`config.mk`:
```
export PLATFORM = sky130hd
export DESIGN_NAME = fsm_probe_driver
export DESIGN_NICKNAME = d
export VERILOG_FILES = /design/src/rtl/fsm_probe_driver.sv
export SDC_FILE = /design/constraint.sdc
export NUM_CORES = 1
export LEC_CHECK = 0
export BUFFER_PORTS_ARGS = -buffer_cell sky130_fd_sc_hd__buf_2
export CORE_MARGIN = 3
export CORE_UTILIZATION = 50
export CTS_CLUSTER_SIZE = 14
export DETAILED_ROUTE_END_ITERATION = 16
export PLACE_DENSITY = 0.73
export SYNTH_ARGS = -nofsm -noshare
export SYNTH_HDL_FRONTEND = slang
export SYNTH_SLANG_ARGS = --single-unit
```
`constraint.sdc`:
```
create_clock -name clk -period 3 [get_ports clk]
set_clock_uncertainty 0.1 [all_clocks]
set_input_delay 0 -clock clk [delete_from_list [all_inputs] [get_ports clk]]
set_output_delay 0 -clock clk [all_outputs]
set_load 0.01 [all_outputs]
```
`src/rtl/fsm_probe_driver.sv`:
```
// Stimulus/check driver for the 4-state Mealy probe FSM: steers the probe to a
// requested state and flags x,y mismatches. Define FSM_DRV_STICKY_ERR_EN for a sticky err with err_clr.
module fsm_probe_driver #(
  parameter int ERR_CNT_W = 8
) (
  input  logic                 clk,
  input  logic                 rstN,
  input  logic                 req_valid,
  output logic                 req_ready,
  input  logic [1:0]           req_state,
  output logic                 i,
  output logic                 j,
  input  logic                 x,
  input  logic                 y,
  output logic                 done_valid,
  output logic [1:0]           done_steps,
  output logic [1:0]           cur_state,
  output logic                 err,
`ifdef FSM_DRV_STICKY_ERR_EN
  input  logic                 err_clr,
`endif
  output logic [ERR_CNT_W-1:0] err_count
);

  localparam logic [1:0] SA = 2'b00, SB = 2'b01, SC = 2'b10, SD = 2'b11;

  typedef enum logic [1:0] {IDLE, STEP, DONE} drv_t;

  // v = {i,j}
  function automatic logic [1:0] nxt(input logic [1:0] s, input logic [1:0] v);
    case (s)
      SA:      nxt = v[1] ? SB : SA;
      SB:      nxt = v[0] ? SC : SD;
      SC:      nxt = v[1] ? SB : (v[0] ? SC : SD);
      default: nxt = v[1] ? SD : (v[0] ? SC : SA);
    endcase
  endfunction

  function automatic logic [1:0] outxy(input logic [1:0] s, input logic [1:0] v);
    case (s)
      SA:      outxy = v[1] ? 2'b11 : 2'b10;
      SB:      outxy = v[0] ? 2'b01 : 2'b10;
      SC:      outxy = v[1] ? 2'b00 : (v[0] ? 2'b10 : 2'b11);
      default: outxy = v[1] ? 2'b00 : (v[0] ? 2'b10 : 2'b00);
    endcase
  endfunction

  // B has no self-loop, so its park vector lets the probe fall into C
  function automatic logic [1:0] park(input logic [1:0] s);
    case (s)
      SA:      park = 2'b00;
      SB:      park = 2'b01;
      SC:      park = 2'b01;
      default: park = 2'b10;
    endcase
  endfunction

  function automatic logic [1:0] path(input logic [1:0] s, input logic [1:0] t);
    case (t)
      SA:      path = 2'b00;
      SB:      path = (s == SD) ? 2'b01 : 2'b10;
      SC:      path = (s == SA) ? 2'b10 : 2'b01;
      default: path = (s == SA) ? 2'b10 : 2'b00;
    endcase
  endfunction

  drv_t       st, st_n;
  logic [1:0] sh, tgt, tgt_n, steps, steps_n;
  logic [1:0] vec;
  logic       mis;

  always_ff @(posedge clk or negedge rstN) begin
    if (!rstN) begin
      st    <= IDLE;
      sh    <= SA;
      tgt   <= SA;
      steps <= 2'd0;
    end else begin
      st    <= st_n;
      sh    <= nxt(sh, vec);
      tgt   <= tgt_n;
      steps <= steps_n;
    end
  end

  always_comb begin
    st_n    = st;
    tgt_n   = tgt;
    steps_n = steps;
    case (st)
      IDLE: if (req_valid) begin
        tgt_n   = req_state;
        steps_n = 2'd0;
        st_n    = STEP;
      end
      STEP: begin
        if (sh == tgt) st_n = DONE;
        else begin
          steps_n = steps + 2'd1;
          if (nxt(sh, path(sh, tgt)) == tgt) st_n = DONE;
        end
      end
      default: st_n = IDLE;
    endcase
  end

  always_comb begin
    vec        = park(sh);
    req_ready  = 1'b0;
    done_valid = 1'b0;
    done_steps = 2'd0;
    case (st)
      IDLE: req_ready = 1'b1;
      STEP: if (sh != tgt) vec = path(sh, tgt);
      default: begin
        done_valid = 1'b1;
        done_steps = steps;
      end
    endcase
  end

  assign {i, j}    = vec;
  assign cur_state = sh;
  assign mis       = ({x, y} != outxy(sh, vec));

  always_ff @(posedge clk or negedge rstN) begin
    if (!rstN) err_count <= '0;
    else if (mis && (err_count != '1)) err_count <= err_count + ERR_CNT_W'(1);
  end

`ifdef FSM_DRV_STICKY_ERR_EN
  logic err_q;
  // a mismatch in the same cycle as err_clr keeps err set
  always_ff @(posedge clk or negedge rstN) begin
    if (!rstN)        err_q <= 1'b0;
    else if (mis)     err_q <= 1'b1;
    else if (err_clr) err_q <= 1'b0;
  end
  assign err = mis | err_q;
`else
  assign err = mis;
`endif

endmodule

```
# After elaboration in Yosys (flattened, before gate mapping)
# Index checks and enable logic that the tools add are counted.
totals:
  regBits: 16
  out_inout_bits: 17
  elab_cells: 69
op_classes:
  n_addsub: 2
  n_eq_ne: 14
  n_mux: 38
  reduce_logical: 10
ops:
  columns: ["cell", "count"]
  rows:
  - ["two-way mux 2 bit", 24]
  - ["one-hot mux 2 bit (3 select lines)", 4]
  - ["one-hot mux 2 bit (2 select lines)", 3]
  - ["adder 8 x 1 -> 8 bit (second input constant)", 1]
  - ["inequality test 8 bit (second input constant)", 1]
  - ["two-way mux 1 bit", 7]
  - ["equality test 2 x 1 -> 1 bit (second input constant)", 3]
  - ["equality test 2 bit (second input constant)", 3]
  - ["logical NOT 2 bit", 3]
  - ["equality test 2 bit", 2]
  - ["inequality test 2 bit", 2]
  - ["inequality test 2 bit (second input constant)", 2]
  - ["AND reduction 2 bit", 2]
  - ["OR reduction 2 bit", 2]
  - ["inequality test 3 bit (second input constant)", 1]
  - ["AND reduction 3 bit", 1]
  - ["adder 2 x 1 -> 2 bit (second input constant)", 1]
  - ["nonzero test 2 bit", 1]
  - ["logical AND 1 bit", 1]

# Logic depth before layout (Yosys ltp)
logic_depth:
  depth_word: 14
  depth_mapped: 11
  mapped_depth_nobuf: 10

# Least setup slack after synthesis
# OpenSTA, ideal clock, no wires.
synth_path:
  path_kind: "register to register"
  from: "reg sh[0], in the netlist cur_state[0]"
  to: "reg err_count[6]"
  setup_time_ps: 128
  arrival_ps: 2713
  required_time_ps: 2772
  setup_slack_ps: 60
  path_stages_with_launch: 12
  path_buffers: 1
  path_cell_list: "dfrtp_1 inv_1 ha_1 buf_2 or3b_1 a21boi_0 mux2i_1 o211ai_1 mux2i_1 nand3_1 nand4_1 mux2_1"
synth_between:
  elab_chain_len: 10
  elab_cells_between_ends: 22
  cone_classes: "eq/ne (5); mux (14); reduce/logical (3)"
synth_rtl:
  columns: ["element", "line_no", "text"]
  rows:
  - ["start: declaration", "68", "logic [1:0] sh, tgt, tgt_n, steps, steps_n;"]
  - ["start signal: assignment", "80", "sh <= nxt(sh, vec);"]
  - ["equality test 2 bit (tied with other cells)", "61", "SB: path = (s == SD) ? 2'b01 : 2'b10;"]
  - ["two-way mux 2 bit (tied with other cells)", "61", null]
  - ["one-hot mux 2 bit (3 select lines) or one-hot mux 2 bit (2 select lines) (tied branches)", "59, 50", null]
  - ["two-way mux 2 bit", "114", "STEP: if (sh != tgt) vec = path(sh, tgt);"]
  - ["two-way mux 2 bit", "112", "case (st)"]
  - ["two-way mux 1 bit or two-way mux 2 bit (tied branches)", "43, 44", null]
  - ["two-way mux 2 bit (on tied branches)", "43, 44", null]
  - ["one-hot mux 2 bit (3 select lines) (*)", "40", "case (s)"]
  - ["inequality test 2 bit (*)", "124", "assign mis = ({x, y} != outxy(sh, vec));"]
  - ["via err", "18", "output logic err,"]
  - ["logical AND 1 bit (*)", "128", "else if (mis && (err_count != '1)) err_count <= err_count + ERR_CNT_W'(1);"]
  - ["end signal: assignment", "128", null]
  - ["end: declaration", "22", "output logic [ERR_CNT_W-1:0] err_count"]
# Mark *: on every way through the listed nets, which the timed path passes. The rest lies on a longest branch.
# A chain may end at the register's enable or synchronous reset.

# Worst setup path in the final report
layout_path:
  from: "reg sh[0], in the netlist cur_state[0]"
  to: "reg err_count[6]"
layout_between:
  elab_chain_len: 10
  elab_cells_between_ends: 22
  cone_classes: "eq/ne (5); mux (14); reduce/logical (3)"
layout_rtl:
  columns: ["element", "line_no"]
  rows:
  - ["equality test 2 bit (tied with other cells)", "61"]
  - ["two-way mux 2 bit (tied with other cells)", "61"]
  - ["one-hot mux 2 bit (3 select lines) or one-hot mux 2 bit (2 select lines) (tied branches)", "59, 50"]
  - ["two-way mux 2 bit", "114"]
  - ["two-way mux 2 bit", "112"]
  - ["two-way mux 1 bit or two-way mux 2 bit (tied branches)", "43, 44"]
  - ["two-way mux 2 bit (on tied branches)", "43, 44"]
  - ["one-hot mux 2 bit (3 select lines) (*)", "40"]
  - ["inequality test 2 bit (*)", "124"]
  - ["logical AND 1 bit (*)", "128"]
# Every way passes the cells marked *; elsewhere a longest branch is shown, timed or not.

==> flow_results.org <==
** Power
- Of the total power, registers draw 0.230.
- Cell internal power was estimated by the tool at between 1 and 1.5 mW.
- Across the VDD grid, the largest voltage drop is approximately 0.0007 V.
- Power density of the placed cells :: between 1000 and 1500 mW/mm2
- The share of total power dissipated in the clock network is 0.071.
- Of the total power, the share spent switching nets is 0.481.
- Summed over all nets, the switching power comes to 0.972 mW.
- Static Leakage :: 0.701 nW
- Relative contribution of combinational cells to total power :: 0.699

** Global routing
- Entering global routing, the biggest net connects 17 pins.
- The number of global-route vias before repair is around 980.
- M2 GR Usage :: 0.282
- Highest-utilization routing layer at the global route stage :: met2
- Across every metal layer, demand over resource in global routing totals 0.171.
- Met3 routing resource usage after global routing :: 0.0437
- Global-route wire length before repair :: ~4400 um
- For this run, global-route usage on met1 was measured as 0.226.
- Global route total overflow :: 0
- Initial antenna violation count :: 0

** STA
- Final Hold Fails :: 0
- Count of final setup violators :: 0
- In the final timing run, aggregate negative setup slack is 0 ns.
- In this run the tightest slew margin relative to its limit is 0.687.
- Highest Clock Rate :: ~0.36 GHz
- Worst Hold Slack :: approximately 0.043 ns
- Of the available clock period, the critical path in the final layout requires 0.922.
- For the finished layout, the period the worst path requires is roughly 2.8 ns.
- The final max-slew violation count is 0.
- At the pin with the least slew margin, the transition time is between 0.4 and 0.5 ns.
- After layout, the worst setup slack is between 0.2 and 0.25 ns.
- Unrepaired setup endpoints after global routing :: no

** Setup path
- The critical path is of the reg -> reg type.
- Type of origin of the critical path :: register
- Max stage delay cell, worst path :: sky130_fd_sc_hd__or3b_1
- Data arrives at the worst endpoint at between 2 and 3 ns.
- Cell-by-cell listing of the critical path :: inv_1 > ha_1 > or3b_1 > o21ai_0 > nand2_1 > a21o_1 > a22oi_2 > nand3_1 > nand4_1 > mux2_1
- Required time of the critical path :: between 3 and 4 ns
- Worst stage delay on the critical path :: ~0.43 ns
- Capturing element type of the critical path :: register
- Maximum fanout along the worst path :: 10

** Yosys
- In this run the mean area of a mapped cell was around 9.7 um2.
- For this run, the leading register cell type out of synthesis is sky130_fd_sc_hd__dfrtp_1.
- Synthesis inferred 16 register bits.
- Count of flip-flops with a built-in enable after synthesis :: 0
- After technology mapping, the gate count stands at between 100 and 150.
- In this run, distinct cell masters in the synthesized netlist total between 40 and 50.
- Synthesis produced a netlist with a net count of approximately 150.
- Seq/Total Area, Yosys :: 0.312
- After synthesis, the share of flip-flops with an asynchronous set or reset is 1.00.
- The Yosys step of the flow raised 0 warnings.
- In this run the cell area of the synthesized design comes to between 0.001 and 0.0015 mm2.

** Cells and area
- Area growth from synthesis to final layout :: 18.4%
- The number of antenna diodes in the final layout is 0.
- Fraction of final layout cells sized beyond drive strength 1 :: 0.265
- Util after Layout :: 0.656
- Net count of the finished layout :: 177
- After filler insertion, the fill cell instance count of the layout stands at 187.
- Register Area :: 400 um2
- The multi-input combinational cells in the finished layout cover a total of 838 um2.

** Clocking
- CTS built an H-tree with a depth of 1.
- Latest clock arrival within the worst-skew pair :: 0.29 ns
- The tree is rooted in a sky130_fd_sc_hd__clkbuf_4.
- Number of clock sinks seen by CTS :: 16
- TritonCTS built the clock tree.
- Counting along the longest clock path gives a buffer depth of 2.
- Clock-pin slew was measured on the worst setup and hold paths at 0.10 ns.
- Clock buffers created by TritonCTS :: 3

** Die
- Die outline area :: 0.00321 mm2
- The floorplan step set the die width to 56.7 um.
- For this configuration, the core starts out at a cell density of 0.554.
- The floorplan step defined a core boundary enclosing 0.00232 mm2.
- 24 I/O pins were placed.
- In this run the vertical extent of the chip is around 57 um.
- The floorplan has 17 rows.

** Routing
- WL/cell :: 13.9 um
- For this block, the routed nets add up to approximately 2600 um of wire.
- Detailed-route vias per instance :: approximately 5.7
- The detail route stage leaves a number of antenna-violating nets equal to 0.
- Iteration-0 DRC count of the detailed router :: 21
- Number of vias in the routed layout :: 1076
- Detailed-route DRC error count :: 0
- The pre-antenna-repair detailed-routing pass consisted of 4 iterations.

** Place
- Timing analysis after detailed placement gives a worst setup slack of around 0.18 ns.
- Routability-driven placement finished with a final weighted congestion of slightly below 0.9.
- PortBufs :: 23
- Detailed placement finished with a half-perimeter wire length of between 2000 and 2500 um.

** Outcome
- The flow ran to the end, and the final reports show no timing, DRC or antenna violations.

** Flow run
- Max-cap violation count :: 0

** Hold path
- The path class of the tightest hold or removal check is in -> async.
state kept, by name, summed over array words and instances (netlist names):
register and cells:
tgt 2, err_count 8, cur_state 2, st 2, steps 2
cell usage after synthesis (2+ instances only):
master / number / area (um2)
sky130_fd_sc_hd__mux2_2: 3 / 33.8
sky130_fd_sc_hd__nor2_1: 10 / 37.5
sky130_fd_sc_hd__a31oi_1: 3 / 18.8
sky130_fd_sc_hd__ha_1: 7 / 87.6
sky130_fd_sc_hd__nand2_1: 9 / 33.8
sky130_fd_sc_hd__clkbuf_1: 2 / 7.51
sky130_fd_sc_hd__buf_2: 2 / 10.0
sky130_fd_sc_hd__buf_6: 2 / 22.5
sky130_fd_sc_hd__a22o_1: 3 / 26.3
sky130_fd_sc_hd__mux2i_1: 5 / 50.1
sky130_fd_sc_hd__nand2b_1: 6 / 37.5
sky130_fd_sc_hd__o21ai_0: 3 / 15.0
sky130_fd_sc_hd__xnor2_1: 6 / 52.6
sky130_fd_sc_hd__and2_1: 5 / 31.3
sky130_fd_sc_hd__mux2_1: 2 / 22.5
sky130_fd_sc_hd__a21oi_1: 5 / 25.0
sky130_fd_sc_hd__nor3_1: 2 / 10.0
sky130_fd_sc_hd__nand3b_1: 2 / 15.0
sky130_fd_sc_hd__nand4_1: 3 / 18.8
sky130_fd_sc_hd__and3_1: 2 / 12.5
sky130_fd_sc_hd__inv_1: 4 / 15.0
sky130_fd_sc_hd__nand3_1: 4 / 20.0
sky130_fd_sc_hd__xor2_4: 2 / 55.1
sky130_fd_sc_hd__a21o_1: 2 / 15.0
sky130_fd_sc_hd__dfrtp_1: 16 / 400
sky130_fd_sc_hd__xor2_1: 2 / 17.5
final timing paths:
kind                         startpoint           end  slack (ns)  depth (start not counted)
max                        cur_state[0]  err_count[6]        0.24                         10
min                                rstN        tgt[0]        0.04                          2
max reg2reg                cur_state[0]  err_count[6]        0.24                         10
min reg2reg                err_count[7]  err_count[7]        0.41                          1
max in group asynchronous          rstN  err_count[6]        2.50                          2
min in group clk                      x  err_count[2]        0.19                          5
cell families after synthesis:
logic type / share of synthesized area
flops: 0.312
simple gates: 0.192
xor+xnor: 0.0975
fa+ha+maj: 0.0682
buf+inv: 0.0429
mux: 0.0828
compound gates: 0.205
cell type report:
| cell class | instances | share of cell area |
|---|---|---|
| repair buffers | 32 | 0.128 |
| multi-input cells | 106 | 0.551 |
| flip-flops and latches | 16 | 0.263 |
| clock buffers | 4 | 0.0239 |
| inverters | 4 | 0.00988 |
| well taps | 28 | 0.0230 |
metrics by stage:
stage | instance area, um2 | total power [mW] | cells
after floorplan | 1280 | 1.50 | 132
after global placement | 1420 | 1.80 | 180
final | 1520 | 2.02 | 190
after global routing | 1520 | 2.19 | 190
after CTS | 1500 | 1.99 | 189
after detailed placement | 1420 | 1.83 | 180
power by group through the flow:
| stage | Sequential [mW] | Clock, mW | Combinational, mW |
|---|---|---|---|
| global placement | 0.461 | 0 | 1.34 |
| finish | 0.464 | 0.144 | 1.41 |
| CTS | 0.464 | 0.150 | 1.38 |
| detailed placement | 0.468 | 0 | 1.36 |
| floorplan | 0.454 | 0 | 1.05 |
| global route | 0.486 | 0.157 | 1.55 |
cell usage in the layout, fill, tap and decap left out, types with 2 or more instances in the layout:
| cell type | instances |
|---|---|
| sky130_fd_sc_hd__a21o_1 | 2 |
| sky130_fd_sc_hd__a21oi_1 | 5 |
| sky130_fd_sc_hd__a22o_1 | 3 |
| sky130_fd_sc_hd__a31oi_1 | 3 |
| sky130_fd_sc_hd__and2_1 | 5 |
| sky130_fd_sc_hd__and3_1 | 2 |
| sky130_fd_sc_hd__buf_2 | 23 |
| sky130_fd_sc_hd__buf_4 | 4 |
| sky130_fd_sc_hd__clkbuf_4 | 3 |
| sky130_fd_sc_hd__dfrtp_1 | 16 |
| sky130_fd_sc_hd__dlygate4sd3_1 | 5 |
| sky130_fd_sc_hd__ha_1 | 7 |
| sky130_fd_sc_hd__inv_1 | 4 |
| sky130_fd_sc_hd__mux2_1 | 2 |
| sky130_fd_sc_hd__mux2_2 | 3 |
| sky130_fd_sc_hd__mux2i_1 | 4 |
| sky130_fd_sc_hd__nand2_1 | 9 |
| sky130_fd_sc_hd__nand2b_1 | 6 |
| sky130_fd_sc_hd__nand3_1 | 4 |
| sky130_fd_sc_hd__nand3b_1 | 2 |
| sky130_fd_sc_hd__nand4_1 | 3 |
| sky130_fd_sc_hd__nor2_1 | 10 |
| sky130_fd_sc_hd__nor3_1 | 2 |
| sky130_fd_sc_hd__o21ai_0 | 3 |
| sky130_fd_sc_hd__xnor2_1 | 6 |
| sky130_fd_sc_hd__xor2_1 | 2 |
| sky130_fd_sc_hd__xor2_4 | 2 |
per-layer routing:
metal	wire, um	part of all wire
met1	1200	0.45
met2	1290	0.49
met3	146	0.055
met4	6	0.0023
met5	0	0
worst max-delay path, delay by kind of cell (launching register included):
family                     cells  cell delay (ns)
adders and majority gates      1             0.33
buffers and inverters          1             0.08
AOI/OAI and AO/OA              3             0.60
and+or+nand+nor                4             0.85
DFF                            1             0.37
muxes                          1             0.32
what timing repair did:
action	in CTS	in global routing
hold buffers	5	0
endpoints found under the hold margin	20	0
setup endpoints to repair	0	1
buffers inserted	0	1
gates resized for setup	0	2
(Power assumes the default switching activity.)
